<file path="src/rtl/race_sequencer.sv">
// -----------------------------------------------------------------------------
// race_sequencer
// Top-level race flow controller. Steps once per video frame (frame_start)
// through IDLE -> COUNTDOWN -> RACING (<-> CRASHED) -> FINISHING -> DONE.
// Owns the player speed and the accumulated distance, and raises stop_signal
// plus a one-clock race_done pulse when the car has rolled to a stop after
// crossing the finish.
//
// Ports:
//   clk             system clock
//   resetN          synchronous reset, active-high (1 = reset)
//   frame_start     one-cycle pulse at the start of each frame
//   start_btn       debounced start key level (rising edge is the event)
//   accel_btn       throttle level
//   crash           one-cycle collision pulse
//   state           0=IDLE 1=COUNTDOWN 2=RACING 3=CRASHED 4=FINISHING 5=DONE
//   countdown_digit digit shown during COUNTDOWN (3..1), 0 otherwise
//   speed           current speed in units/frame
//   distance_drove  accumulated distance, saturating
//   stop_signal     high in FINISHING and DONE
//   race_done       one-clock pulse on entry to DONE
// -----------------------------------------------------------------------------
module race_sequencer #(
  parameter int unsigned TRACK_LENGTH     = 20000,
  parameter int unsigned FRAMES_PER_DIGIT = 60,
  parameter int unsigned ACCEL_FRAMES     = 4,
  parameter int unsigned MAX_SPEED        = 12,
  parameter int unsigned CRASH_FRAMES     = 90
) (
  input  logic        clk,
  input  logic        resetN,
  input  logic        frame_start,
  input  logic        start_btn,
  input  logic        accel_btn,
  input  logic        crash,
  output logic [2:0]  state,
  output logic [1:0]  countdown_digit,
  output logic [7:0]  speed,
  output logic [31:0] distance_drove,
  output logic        stop_signal,
  output logic        race_done
);

  typedef enum logic [2:0] {
    S_IDLE      = 3'd0,
    S_COUNTDOWN = 3'd1,
    S_RACING    = 3'd2,
    S_CRASHED   = 3'd3,
    S_FINISHING = 3'd4,
    S_DONE      = 3'd5
  } state_t;

  localparam logic [15:0] DIGIT_LAST_C = 16'(FRAMES_PER_DIGIT - 1);
  localparam logic [15:0] ACCEL_LAST_C = 16'(ACCEL_FRAMES - 1);
  localparam logic [15:0] CRASH_LAST_C = 16'(CRASH_FRAMES - 1);
  localparam logic [7:0]  MAX_SPEED_C  = 8'(MAX_SPEED);
  localparam logic [32:0] TRACK_C      = 33'(TRACK_LENGTH);

  // Distance accumulation clamps at all-ones instead of wrapping.
  function automatic logic [31:0] sat_add_dist(input logic [31:0] d, input logic [7:0] s);
    logic [32:0] sum;
    sum = {1'b0, d} + {25'd0, s};
    if (sum[32]) begin
      sat_add_dist = 32'hFFFF_FFFF;
    end else begin
      sat_add_dist = sum[31:0];
    end
  endfunction

  // One speed step up, capped at the ceiling.
  function automatic logic [7:0] speed_up(input logic [7:0] s);
    if (s >= MAX_SPEED_C) begin
      speed_up = MAX_SPEED_C;
    end else begin
      speed_up = s + 8'd1;
    end
  endfunction

  // One speed step down, floored at zero.
  function automatic logic [7:0] speed_down(input logic [7:0] s);
    if (s == 8'd0) begin
      speed_down = 8'd0;
    end else begin
      speed_down = s - 8'd1;
    end
  endfunction

  state_t      state_r, state_nxt;
  logic [1:0]  digit_r, digit_nxt;
  logic [7:0]  speed_r, speed_nxt;
  logic [31:0] dist_r, dist_nxt;
  logic        stop_r, stop_nxt;
  logic        done_r, done_nxt;
  logic [15:0] frame_cnt_r, frame_cnt_nxt;
  logic [15:0] accel_cnt_r, accel_cnt_nxt;
  logic [15:0] crash_cnt_r, crash_cnt_nxt;
  logic        start_prev_r;
  logic        start_pend_r, start_pend_nxt;
  logic        crash_pend_r, crash_pend_nxt;

  logic        start_rise_s;
  logic        start_evt_s;
  logic        crash_evt_s;
  logic        finish_s;

  assign start_rise_s = start_btn & ~start_prev_r;
  // A rise or crash in the same cycle as frame_start counts for that frame.
  assign start_evt_s  = start_pend_r | start_rise_s;
  assign crash_evt_s  = crash_pend_r | crash;
  // 33-bit compare so a near-full distance cannot wrap past the track length.
  assign finish_s     = (({1'b0, dist_r} + {25'd0, speed_r}) > TRACK_C);

  // Next-state and datapath updates; everything moves only on frame_start.
  always_comb begin
    state_nxt      = state_r;
    digit_nxt      = digit_r;
    speed_nxt      = speed_r;
    dist_nxt       = dist_r;
    stop_nxt       = stop_r;
    done_nxt       = 1'b0;
    frame_cnt_nxt  = frame_cnt_r;
    accel_cnt_nxt  = accel_cnt_r;
    crash_cnt_nxt  = crash_cnt_r;
    start_pend_nxt = start_pend_r;
    crash_pend_nxt = crash_pend_r;

    if (frame_start) begin
      // Sticky events are consumed (or discarded) at every frame boundary.
      start_pend_nxt = 1'b0;
      crash_pend_nxt = 1'b0;
      case (state_r)
        S_IDLE: begin
          if (start_evt_s) begin
            state_nxt     = S_COUNTDOWN;
            digit_nxt     = 2'd3;
            frame_cnt_nxt = 16'd0;
            accel_cnt_nxt = 16'd0;
            dist_nxt      = 32'd0;
            speed_nxt     = 8'd0;
            stop_nxt      = 1'b0;
          end else begin
            state_nxt = S_IDLE;
          end
        end
        S_COUNTDOWN: begin
          if (frame_cnt_r == DIGIT_LAST_C) begin
            frame_cnt_nxt = 16'd0;
            if (digit_r == 2'd1) begin
              state_nxt = S_RACING;
              digit_nxt = 2'd0;
            end else begin
              digit_nxt = digit_r - 2'd1;
            end
          end else begin
            frame_cnt_nxt = frame_cnt_r + 16'd1;
          end
        end
        S_RACING: begin
          if (finish_s) begin
            // Finish outranks a pending crash; the crash flag is already cleared.
            state_nxt = S_FINISHING;
            stop_nxt  = 1'b1;
            dist_nxt  = sat_add_dist(dist_r, speed_r);
          end else if (crash_evt_s) begin
            state_nxt     = S_CRASHED;
            speed_nxt     = 8'd0;
            crash_cnt_nxt = 16'd0;
          end else begin
            if (accel_btn) begin
              if (accel_cnt_r == ACCEL_LAST_C) begin
                accel_cnt_nxt = 16'd0;
                speed_nxt     = speed_up(speed_r);
              end else begin
                accel_cnt_nxt = accel_cnt_r + 16'd1;
              end
            end else begin
              accel_cnt_nxt = 16'd0;
              speed_nxt     = speed_down(speed_r);
            end
            // Distance advances by the speed held during this frame.
            dist_nxt = sat_add_dist(dist_r, speed_r);
          end
        end
        S_CRASHED: begin
          if (crash_cnt_r == CRASH_LAST_C) begin
            state_nxt     = S_RACING;
            accel_cnt_nxt = 16'd0;
            crash_cnt_nxt = 16'd0;
          end else begin
            crash_cnt_nxt = crash_cnt_r + 16'd1;
          end
        end
        S_FINISHING: begin
          if (speed_r == 8'd0) begin
            state_nxt = S_DONE;
            done_nxt  = 1'b1;
          end else begin
            dist_nxt  = sat_add_dist(dist_r, speed_r);
            speed_nxt = speed_down(speed_r);
          end
        end
        S_DONE: begin
          if (start_evt_s) begin
            state_nxt = S_IDLE;
            dist_nxt  = 32'd0;
            stop_nxt  = 1'b0;
          end else begin
            state_nxt = S_DONE;
          end
        end
        default: begin
          state_nxt = S_IDLE;
          digit_nxt = 2'd0;
          speed_nxt = 8'd0;
          dist_nxt  = 32'd0;
          stop_nxt  = 1'b0;
        end
      endcase
    end else begin
      start_pend_nxt = start_pend_r | start_rise_s;
      // Crashes only matter while racing; anywhere else they are dropped.
      crash_pend_nxt = crash_pend_r | (crash & (state_r == S_RACING));
    end
  end

  // State, datapath and edge-detect registers with synchronous reset.
  always_ff @(posedge clk) begin
    if (resetN) begin
      state_r      <= S_IDLE;
      digit_r      <= 2'd0;
      speed_r      <= 8'd0;
      dist_r       <= 32'd0;
      stop_r       <= 1'b0;
      done_r       <= 1'b0;
      frame_cnt_r  <= 16'd0;
      accel_cnt_r  <= 16'd0;
      crash_cnt_r  <= 16'd0;
      start_prev_r <= 1'b0;
      start_pend_r <= 1'b0;
      crash_pend_r <= 1'b0;
    end else begin
      state_r      <= state_nxt;
      digit_r      <= digit_nxt;
      speed_r      <= speed_nxt;
      dist_r       <= dist_nxt;
      stop_r       <= stop_nxt;
      done_r       <= done_nxt;
      frame_cnt_r  <= frame_cnt_nxt;
      accel_cnt_r  <= accel_cnt_nxt;
      crash_cnt_r  <= crash_cnt_nxt;
      start_prev_r <= start_btn;
      start_pend_r <= start_pend_nxt;
      crash_pend_r <= crash_pend_nxt;
    end
  end

  assign state           = state_r;
  assign countdown_digit = digit_r;
  assign speed           = speed_r;
  assign distance_drove  = dist_r;
  assign stop_signal     = stop_r;
  assign race_done       = done_r;

endmodule

</file>
<file path="config.mk">
export PLATFORM = sky130hd
export DESIGN_NAME = race_sequencer
export DESIGN_NICKNAME = d
export VERILOG_FILES = /design/src/rtl/race_sequencer.sv
export SDC_FILE = /design/constraint.sdc
export NUM_CORES = 1
export LEC_CHECK = 0
export CAP_MARGIN = 15
export CORE_ASPECT_RATIO = 1.75
export CORE_MARGIN = 1
export CORE_UTILIZATION = 45
export DETAILED_ROUTE_END_ITERATION = 6
export GPL_TIMING_DRIVEN = 0
export PLACE_DENSITY = 0.63
export SLEW_MARGIN = 20
export SYNTH_ARGS = -nofsm -noshare
export SYNTH_HDL_FRONTEND = slang
export SYNTH_SLANG_ARGS = --single-unit
</file>
<file path="constraint.sdc">
create_clock -name clk -period 6 [get_ports clk]
set_input_delay 1.5 -clock clk [delete_from_list [all_inputs] [get_ports clk]]
set_output_delay 1.5 -clock clk [all_outputs]
set_load 0.05 [all_outputs]
</file>
==> key figures, run 1 <==
Critical path
  – Critical path cell sequence: ha_1 -> fa_1 -> a211oi_1 -> o31a_1 -> a21oi_1 -> clkbuf_1 -> and2_1 -> a41oi_1 -> a41o_1 -> a21o_1 -> o31a_1 -> clkbuf_1 -> clkbuf_1 -> a21oi_1 -> a211oi_1
  – WP data arrival: 5.31 ns
  – Critical Path Max Stage Delay: 0.55 ns
  – Worst setup SP type: flop
  – Critical path type: reg2reg
  – FF-to-FF Start: speed[0]
  – CP dominant cell by count: clkbuf_1
  – Critical Path Sink Type: flop
  – Max FO, Critical Path: 10
  – Req. time, crit path: 6.22 ns
  – Crit-path slowest cell: clkbuf_1
  – Crit. Startpoint: speed[0]

Logic synthesis
  – Area share of and/or/nand/nor cells after synthesis: 26.9%
  – Largest family of logic cells by synthesized area: compound AO/OA/AOI/OAI gates
  – Yosys top cell by area: dfxtp_1
  – Mapped Cells: 794
  – Synth Flop Type: dfxtp_1
  – Synth area leaders: dfxtp_1, a21oi_1, nor2_1
  – Netlist Area Pre-Place: 6200 µm²
  – Compound-Gate Fraction of Synth Area: 28.2%
  – Synth Register Bits: 98
  – Ys async rst share: 0%
  – EDFF count, synth: 0
  – Area share of fa/ha/maj cells after synthesis: 3.35%
  – Post-synthesis mux area share: 1.15%
  – Post-synthesis xor/xnor area fraction: 4.38%
  – Synthesized Nets: 816
  – YS warnings: 0
  – Top-area cell type share of the netlist area: 31.6%
  – Avg Inst Size Synth: 7.81 µm²
  – Seq/Total Area, Yosys: 31.6%
  – Count of cell types in the netlist: 67

STA
  – Post-route setup slack: 0.909 ns
  – Final hold violation count: 0
  – Final Setup Violations: 0
  – Final worst path period share: 84.8%
  – RSZ-0062 raised after global routing: false
  – Setup_tns: 0 ns
  – Slew @ Worst Pin: 0.729 ns
  – Slew Limit Fails: 0
  – Slew Limit Headroom: 50.9%
  – Tmin final: 5.09 ns
  – Worst Skew: 0.00664 ns
  – Fmax: 196 MHz

Power and ir drop
  – Switching part of the total: 31.3%
  – Peak VDD IR: 0.138 mV
  – Power share of the combinational group: 17.5%
  – Cell Int Power: 1.03 mW
  – Clk pwr share: 37.9%
  – Power share of the sequential group: 44.6%
  – Leakage: 2.38 nW
  – Net switching power figure: 467 µW
  – Power Density: 207 nW/µm²

Place
  – Placed Cells incl. Taps: 1019
  – HPWL Detailed: 15100 µm
  – Port Buffers: 51
  – Placement Setup Slack: 1.03 ns
  – DP Area: 6930 µm²
  – Routability cong.: 0.966

Status
  – Status: finished clean

Hold path
  – Hold Crit Start: stop_signal
  – Hold Path Class: reg2reg

Die
  – Core Region: 13500 µm²
  – Die height: 157 µm
  – I/O pins: 53
  – Initial core utilization: 46.1%
  – Die Wd: 90.7 µm
  – Total die area: 14300 µm²
  – FP Rows: 56

Detailed routing
  – Residual DRC: 0
  – DRT Wirelength: 20200 µm
  – Per-cell routed wire length: 19.5 µm
  – Pre-antenna DRT Iters: 5
  – Detailed Route Iter0 Violations: 336
  – Vias per cell: 6.26
  – Post-route ant nets: 0
  – Via Count: 6482

Flow run
  – Max Cap Violations: 0

CTS
  – Postcts setup bufs: 0
  – Clock latency on the worst-skew pair: 0.35 ns
  – CTS Buf Count: 9
  – Clock sink total: 98
  – CTS Hold Bufs: 0
  – CTS clk-pin slew, worst paths: 0.07 ns
  – Clock Path Buffers: 2
  – CTS tree: yes
  – Post-CTS sizing: 0
  – H-tree depth: 3
  – Root Buffer: clkbuf_16

Final layout
  – Filler instances: 1360
  – N_diodes: 0
  – Ratio of cells with drive above 1 in the final layout: 4.41%
  – Area Growth Syn to Fin: 16.3%
  – Core Util, Final: 53.6%
  – Nets@finish: 878
  – Finished Layout Cells: 1035
  – Final instance area: 7210 µm²

Global route
  – First-pass GRT wire length: 32100 µm
  – Initial antenna violation count: 0
  – Congestion Overflow GR: 0
  – Vias in the first global route: 6389
  – Pin count of the biggest net entering global routing: 17
  – Total global-route track usage: 28.5%
==> path summary, 6_finish.rpt <==
path	end	slack, ns	depth (start not counted)
setup / recovery	distance_drove[20]	0.91	15
hold / removal	stop_signal	0.48	2
setup reg to reg	distance_drove[20]	0.91	15
hold reg to reg	stop_signal	0.48	2
==> per-layer routing <==
layer  track usage [%]  share of wire (%)  vias to the layer above
met5                 0                  0                        -
met4              18.2                4.9                        0
met3              2.90                4.6                       63
met2              53.6                 52                      232
met1              29.8                 38                     3066
li1                  -                  -                     3121
==> final cells by class <==
| class | instances | area, µm² | area share, % |
|---|---|---|---|
| Multi-Input combinational cell | 628 | 3970 | 55.0 |
| Sequential cell | 98 | 1960 | 27.2 |
| Timing Repair Buffer | 51 | 510 | 7.08 |
| Clock buffer | 10 | 239 | 3.32 |
| Tap cell | 174 | 218 | 3.02 |
| Buffer | 51 | 208 | 2.88 |
| Inverter | 17 | 63.8 | 0.885 |
| Clock inverter | 6 | 41.3 | 0.573 |
==> state kept, by name (all words and copies together), names as in the netlist <==
name and flops:
stop_signal 1, speed 8, frame_cnt_r 16, crash_cnt_r 16, race_done 1, distance_drove 32
countdown_digit 2, accel_cnt_r 16, crash_pend_r 1, start_pend_r 1, state 3, start_prev_r 1
==> power by group through the flow <==
stage	Combinational (mW)	Sequential (mW)	Clock [mW]
2_1_floorplan	0.152	0.702	0
3_3_place_gp	0.255	0.681	0
3_5_place_dp	0.257	0.681	0
4_1_cts	0.258	0.666	0.575
5_1_grt	0.282	0.666	0.598
6_report	0.261	0.666	0.566
==> cells in the final DEF (no fill, tap or decap), types with 15 or more instances in the layout <==
master | netlist | layout
nand2_1 | 54 | 54
nand3_1 | 31 | 31
dfxtp_1 | 98 | 98
ha_1 | 15 | 15
o21ai_0 | 50 | 50
a311oi_1 | 19 | 19
clkdlybuf4s50_1 | 0 | 51
a211oi_1 | 25 | 25
a21oi_1 | 74 | 74
nor2_1 | 72 | 72
a31oi_1 | 15 | 15
and3_1 | 23 | 23
xor2_1 | 17 | 17
clkbuf_1 | 41 | 41
inv_1 | 15 | 15
o31ai_1 | 16 | 16
nand4_1 | 19 | 19
nand2b_1 | 26 | 26
==> worst max-delay path: cells and delay by family, from the launching register on <==
kind	cells	cell delay, ns
AOI/OAI and AO/OA	9	2.23
buffers and inverters	3	1.29
adders and majority gates	2	0.71
DFF	1	0.42
and+or+nand+nor	1	0.30
==> metrics by stage <==
step / power, mW / hold slack (ns)
2_1_floorplan: 0.854 / 0.444
3_3_place_gp: 0.936 / 0.456
3_5_place_dp: 0.938 / 0.472
4_1_cts: 1.50 / 0.480
5_1_grt: 1.55 / 0.494
6_report: 1.49 / 0.479
==> cell usage after synthesis (6+ instances only) <==
library cell and number:
a21oi_1 74, a21o_1 11, o31ai_1 16, and3_1 23, nor4_1 10, or4_1 10, inv_1 15, nand2_1 54
xnor2_1 14, dfxtp_1 98, nor2_1 72, nor2b_1 9, nor3_1 14, nand2b_1 26, or3_1 12, xor2_1 17
nand4_1 19, and2_1 6, a211oi_1 25, and4_1 11, nand3_1 31, buf_2 6, o211ai_1 11, ha_1 15
a31oi_1 15, a311oi_1 19, o21ai_0 50, mux2i_1 6, clkbuf_1 41, a41oi_1 8
==> logic make-up (layout without fill, tap and decap cells) <==
family | count (synthesis) | count (layout)
AO/OA/AOI/OAI | 262 | 262
XOR/XNOR | 31 | 31
adder cells (fa/ha/maj) | 16 | 16
buffers and inverters | 68 | 135
flip-flops | 98 | 98
multiplexers | 7 | 7
AND/OR/NAND/NOR | 312 | 312
(Power assumes the default switching activity.)
==> inputs of run 2 (changes only) <==
- PLACE_DENSITY: 0.63 -> 0.65
- clock period: 6 -> 4.5 ns (I/O delays scaled with it)
==> run 2 against run 1 <==
Effect of this change: via count up 1.4%; clock skew up 0.0012 ns; flip-flop and latch count unchanged; fmax up 18%; sequential share of layout area down 0.35 points; register-to-register slack worse by 0.72 ns; first-iteration DRC count down 6.3%; sequential power up 33%; final area up 1.4%; critical path type unchanged; critical endpoint is now accel_cnt_r[15].
==> key figures, run 2 (synthesis results as in run 1) <==
Power and ir drop
  – Peak VDD IR: 0.211 mV
  – Total power: 2.06 mW
  – Power Density: 281 nW/µm²
  – Leakage: 2.42 nW

Die
  – Die Wd: 90.7 µm
  – I/O pins: 53
  – Initial core utilization: 46.1%
  – Total die area: 14300 µm²
  – FP Rows: 56
  – Core Region: 13500 µm²
  – Die height: 157 µm

Detailed routing
  – Via Count: 6574
  – Vias per cell: 6.35
  – Post-route ant nets: 0
  – DRT Wirelength: 20400 µm
  – Per-cell routed wire length: 19.7 µm
  – Detailed Route Iter0 Violations: 315
  – Residual DRC: 0
  – Pre-antenna DRT Iters: 4

Critical path
  – R2R setup slack: 0.19 ns
  – Critical path cell sequence: ha_1 -> fa_2 -> a211oi_2 -> o31a_1 -> a21oi_2 -> buf_4 -> a311oi_2 -> o22ai_1 -> or4_4 -> a2111oi_4 -> o21ai_2 -> buf_2 -> or4_1 -> a21oi_1
  – Req. time, crit path: 4.78 ns
  – Critical Path Max Stage Delay: 0.57 ns
  – Crit path buf inv count: 2
  – Worst R2R End: accel_cnt_r[15]
  – Crit-path slowest cell: or4_4
  – Worst setup SP type: flop
  – Critical path type: reg2reg
  – Worst R2R Path Depth: 14
  – WP data arrival: 4.59 ns
  – Max FO, Critical Path: 10
  – Worst path top cell family by delay: compound AO/OA/AOI/OAI gates
  – Critical Path Sink Type: flop
  – FF-to-FF Start: speed[0]

Final layout
  – Register Area: 1960 µm²
  – Multi-input logic area: 4000 µm²
  – Nets@finish: 879
  – Max reg flops: 32
  – Commonest cells after routing, fill and taps aside: dfxtp_1, nor2_1, a21oi_1, nand2_1, clkdlybuf4s50_1
  – N_diodes: 0
  – Ratio of cells with drive above 1 in the final layout: 6.61%
  – Filler instances: 1332
  – Commonest non-fill, non-tap cell in the layout: dfxtp_1
  – Area Growth Syn to Fin: 17.9%

CTS
  – H-tree depth: 3
  – CTS Buf Count: 9
  – CTS tree: yes
  – CTS Hold Bufs: 0
  – Clock latency on the worst-skew pair: 0.35 ns
  – Clock sink total: 98
  – CTS clk-pin slew, worst paths: 0.07 ns
  – Root Buffer: clkbuf_16
  – Clock Path Buffers: 2

Flow run
  – Max Cap Violations: 0

Global route
  – First-pass GRT wire length: 32300 µm
  – Total global-route track usage: 28.6%
  – Congestion Overflow GR: 0
  – Initial antenna violation count: 0
  – Pin count of the biggest net entering global routing: 19
  – Vias in the first global route: 6403

STA
  – Slew @ Worst Pin: 0.816 ns
  – Tmin final: 4.31 ns
  – Worst Skew: 0.00781 ns
  – Fmax: 232 MHz
  – Final Setup Violations: 0
  – Final worst path period share: 95.8%
  – Final hold violation count: 0
  – Slew Limit Headroom: 45.4%
  – Setup_tns: 0 ns
  – RSZ-0062 raised after global routing: false
  – Slew Limit Fails: 0

Status
  – Status: finished clean

Hold path
  – Hold Path Class: reg2reg
  – Min-Delay Path Depth: 2
  – Hold endpoint: accel_cnt_r[1]
  – Hold Crit Start: accel_cnt_r[1]

Place
  – Port Buffers: 51
  – Routability cong.: 0.992
  – HPWL Detailed: 15400 µm
-- run 2: how the worst max path moves through the flow --
stage / from / end / slack [ns] / cells after the start
6_report: speed[0] / accel_cnt_r[15] / 0.19 / 14
5_1_grt: speed[0] / accel_cnt_r[15] / 0.009 / 13
4_1_cts: speed[0] / accel_cnt_r[14] / 0.000004 / 14
3_5_place_dp: speed[0] / distance_drove[19] / -0.43 / 15
3_3_place_gp: speed[0] / distance_drove[19] / -0.41 / 15
2_1_floorplan: speed[0] / distance_drove[19] / 0.33 / 15
-- run 2: area by class of cell --
class                      instances  area share (%)
multi-input combinational        628            54.7
buffer                            48            2.99
inverter                          17           0.873
timing repair buffer              55            7.39
sequential                        98            26.9
tap                              174            2.98
clock inverter                     7            1.16
clock buffer                       9            3.08
-- run 2: tightest hold or removal path: stages, from the launching register on --
cell,delay (ns)
dfxtp_1,0.33
nand2_1,0.06
a21oi_1,0.05
-- run 2: routing by layer --
metal	GRT usage, %	vias up	wire, µm
li1	-	3130	-
met1	30.3	3165	7820
met2	53.2	207	10700
met3	3.19	72	816
met4	18.4	0	1020
met5	0	-	0
-- run 2: what timing repair did --
item                                    4_1_cts  5_1_grt
resized for setup                            12        9
endpoints found under the hold margin         0        0
buffers inserted                              0        4
pin swaps                                     1        3
endpoints found under the setup margin       61       70
-- run 2: where the power goes --
part           leakage [nW]  switching [mW]  internal [mW]
Sequential            0.791          0.0100          0.877
Combinational          1.49           0.250          0.104
Clock                 0.146           0.374          0.442
-- run 2: stage by stage --
step	hold slack (ns)	setup WS [ns]	area (µm²)	std cells	util, %
global route	0.503	0.00920	7310	1036	54.4
detailed placement	0.476	-0.434	6930	1019	51.5
global placement	0.458	-0.409	6930	1019	51.5
CTS	0.486	0.00000400	7260	1032	54.0
finish	0.482	0.188	7310	1036	54.4
floorplan	0.444	0.331	6200	794	-
==> variant, RTL diff (settings of run 2) <==
Add an input register stage for `frame_start`, `start_btn`, `accel_btn` and `crash`; this delays them by one clock. Comments in the files are not updated.
--- a/src/rtl/race_sequencer.sv
+++ b/src/rtl/race_sequencer.sv
@@ -57,4 +57,16 @@
   localparam logic [32:0] TRACK_C      = 33'(TRACK_LENGTH);
 
+  logic frame_start_q;
+  logic start_btn_q;
+  logic accel_btn_q;
+  logic crash_q;
+
+  always_ff @(posedge clk) begin
+    frame_start_q <= frame_start;
+    start_btn_q   <= start_btn;
+    accel_btn_q   <= accel_btn;
+    crash_q       <= crash;
+  end
+
   // Distance accumulation clamps at all-ones instead of wrapping.
   function automatic logic [31:0] sat_add_dist(input logic [31:0] d, input logic [7:0] s);
@@ -104,8 +116,8 @@
   logic        finish_s;
 
-  assign start_rise_s = start_btn & ~start_prev_r;
+  assign start_rise_s = start_btn_q & ~start_prev_r;
   // A rise or crash in the same cycle as frame_start counts for that frame.
   assign start_evt_s  = start_pend_r | start_rise_s;
-  assign crash_evt_s  = crash_pend_r | crash;
+  assign crash_evt_s  = crash_pend_r | crash_q;
   // 33-bit compare so a near-full distance cannot wrap past the track length.
   assign finish_s     = (({1'b0, dist_r} + {25'd0, speed_r}) > TRACK_C);
@@ -125,5 +137,5 @@
     crash_pend_nxt = crash_pend_r;
 
-    if (frame_start) begin
+    if (frame_start_q) begin
       // Sticky events are consumed (or discarded) at every frame boundary.
       start_pend_nxt = 1'b0;
@@ -167,5 +179,5 @@
             crash_cnt_nxt = 16'd0;
           end else begin
-            if (accel_btn) begin
+            if (accel_btn_q) begin
               if (accel_cnt_r == ACCEL_LAST_C) begin
                 accel_cnt_nxt = 16'd0;
@@ -220,5 +232,5 @@
       start_pend_nxt = start_pend_r | start_rise_s;
       // Crashes only matter while racing; anywhere else they are dropped.
-      crash_pend_nxt = crash_pend_r | (crash & (state_r == S_RACING));
+      crash_pend_nxt = crash_pend_r | (crash_q & (state_r == S_RACING));
     end
   end
@@ -249,5 +261,5 @@
       accel_cnt_r  <= accel_cnt_nxt;
       crash_cnt_r  <= crash_cnt_nxt;
-      start_prev_r <= start_btn;
+      start_prev_r <= start_btn_q;
       start_pend_r <= start_pend_nxt;
       crash_pend_r <= crash_pend_nxt;
Behaviour: not the same (Yosys sat finds a counterexample within 4 cycles, from zero or initial values and one cycle with resetN high).
==> variant against run 2 <==
- global-route usage rose by 3.1 points
- utilization fell by 0.36 points
- wire length up 12%
- worst setup slack improved by 35 ps
- area after synthesis increased by 2.9%
- via count increased by 5.6%
- cell area up 2.2%
- sequential cell count up 4
- largest cell class unchanged
Power is not compared: it rests on default switching activity, and its combinational part moved more than twofold at a synthesized area within 25%.
==> variant: results (changes against run 2) <==
| Metric | Value |
|---|---|
| DP Cell Count | `1049 (+2.9%)` |
| Hold Slack | `475.2 ps (-6.993 ps)` |
| RR Endpoint | `distance_drove[10]$_SDFFE_PP0P_` |
| Setup Fix Bufs, Post-CTS | `2 (+2)` |
| Flops & latches, synth | `102 (+4.1%)` |
| Routed wl met3 | `1.198 mm (+47%)` |
| Worst slew margin | `31.71% (-14 points)` |
| Post-synthesis cell count | `820 (+3.3%)` |
| Adder-Cell Fraction of Synth Area | `3.255% (-0.095 points)` |
| Clock buffers | `10 (+1)` |
| FILL cells | `1354 (+1.7%)` |
| CP arrival | `4570 ps (-20 ps)` |
| Initial DRC count | `395 (+25%)` |
| Worst Reg2Reg Path Length in Cells | `11 (-3)` |
| Yosys cell types | `75 (+12%)` |
| Worst path slowest cell | `or4_1` |
| Post-DP HPWL | `17.33 mm (+13%)` |
| Vias in the first global route | `6825 (+6.6%)` |
| Share of post-route cells with drive strength above 1 | `5.962% (-0.65 points)` |
| Outcome | `complete, no violations` |
| Comb_multi_in | `647 (+3.0%)` |
| CP top delay family | `simple AND/OR/NAND/NOR gates` |
| Post-Route WL | `22.83 mm (+12%)` |
| M3 GR Usage | `4.155% (+0.97 points)` |
| Post-Layout Cell Count | `1066 (+2.9%)` |
| XOR/XNOR share of the synthesized area | `4.118% (-0.26 points)` |
| Gpl congestion | `0.9655 (-2.7%)` |
| Top cells by area, synth | `dfxtp_1, nand2_1, a21oi_1` |
| Multiplexer share of the synthesized area | `1.098% (-0.052 points)` |
| Sequential fraction of the synthesis area | `32.00% (+0.36 points)` |
## variant: cell count changes after synthesis, sizes merged, moves of 6 or more
cell	change
and3	+9
a31oi	+18
nor2	-9
inv	+10
nor2b	-6
a211oi	-8
a21oi	-18
and4	-8
nand2	+24
clkbuf	-8
or3	-7
o21a	+7
nor3	+8
## variant: worst max-delay path by stage
stage                                         start                         endpoint  slack [ps]  depth (start not counted)
floorplan                     speed[0]$_SDFFE_PP0P_  distance_drove[20]$_SDFFE_PP0P_         630                         14
global placement              speed[0]$_SDFFE_PP0P_     crash_cnt_r[15]$_SDFFE_PP0P_        -500                         12
detailed placement            speed[0]$_SDFFE_PP0P_     crash_cnt_r[12]$_SDFFE_PP0P_        -530                         12
CTS                           speed[0]$_SDFFE_PP0P_  distance_drove[13]$_SDFFE_PP0P_          90                         13
global route                  speed[0]$_SDFFE_PP0P_      accel_cnt_r[9]$_SDFFE_PP0P_           5                         12
finish              distance_drove[11]$_SDFFE_PP0P_  distance_drove[10]$_SDFFE_PP0P_         220                         11
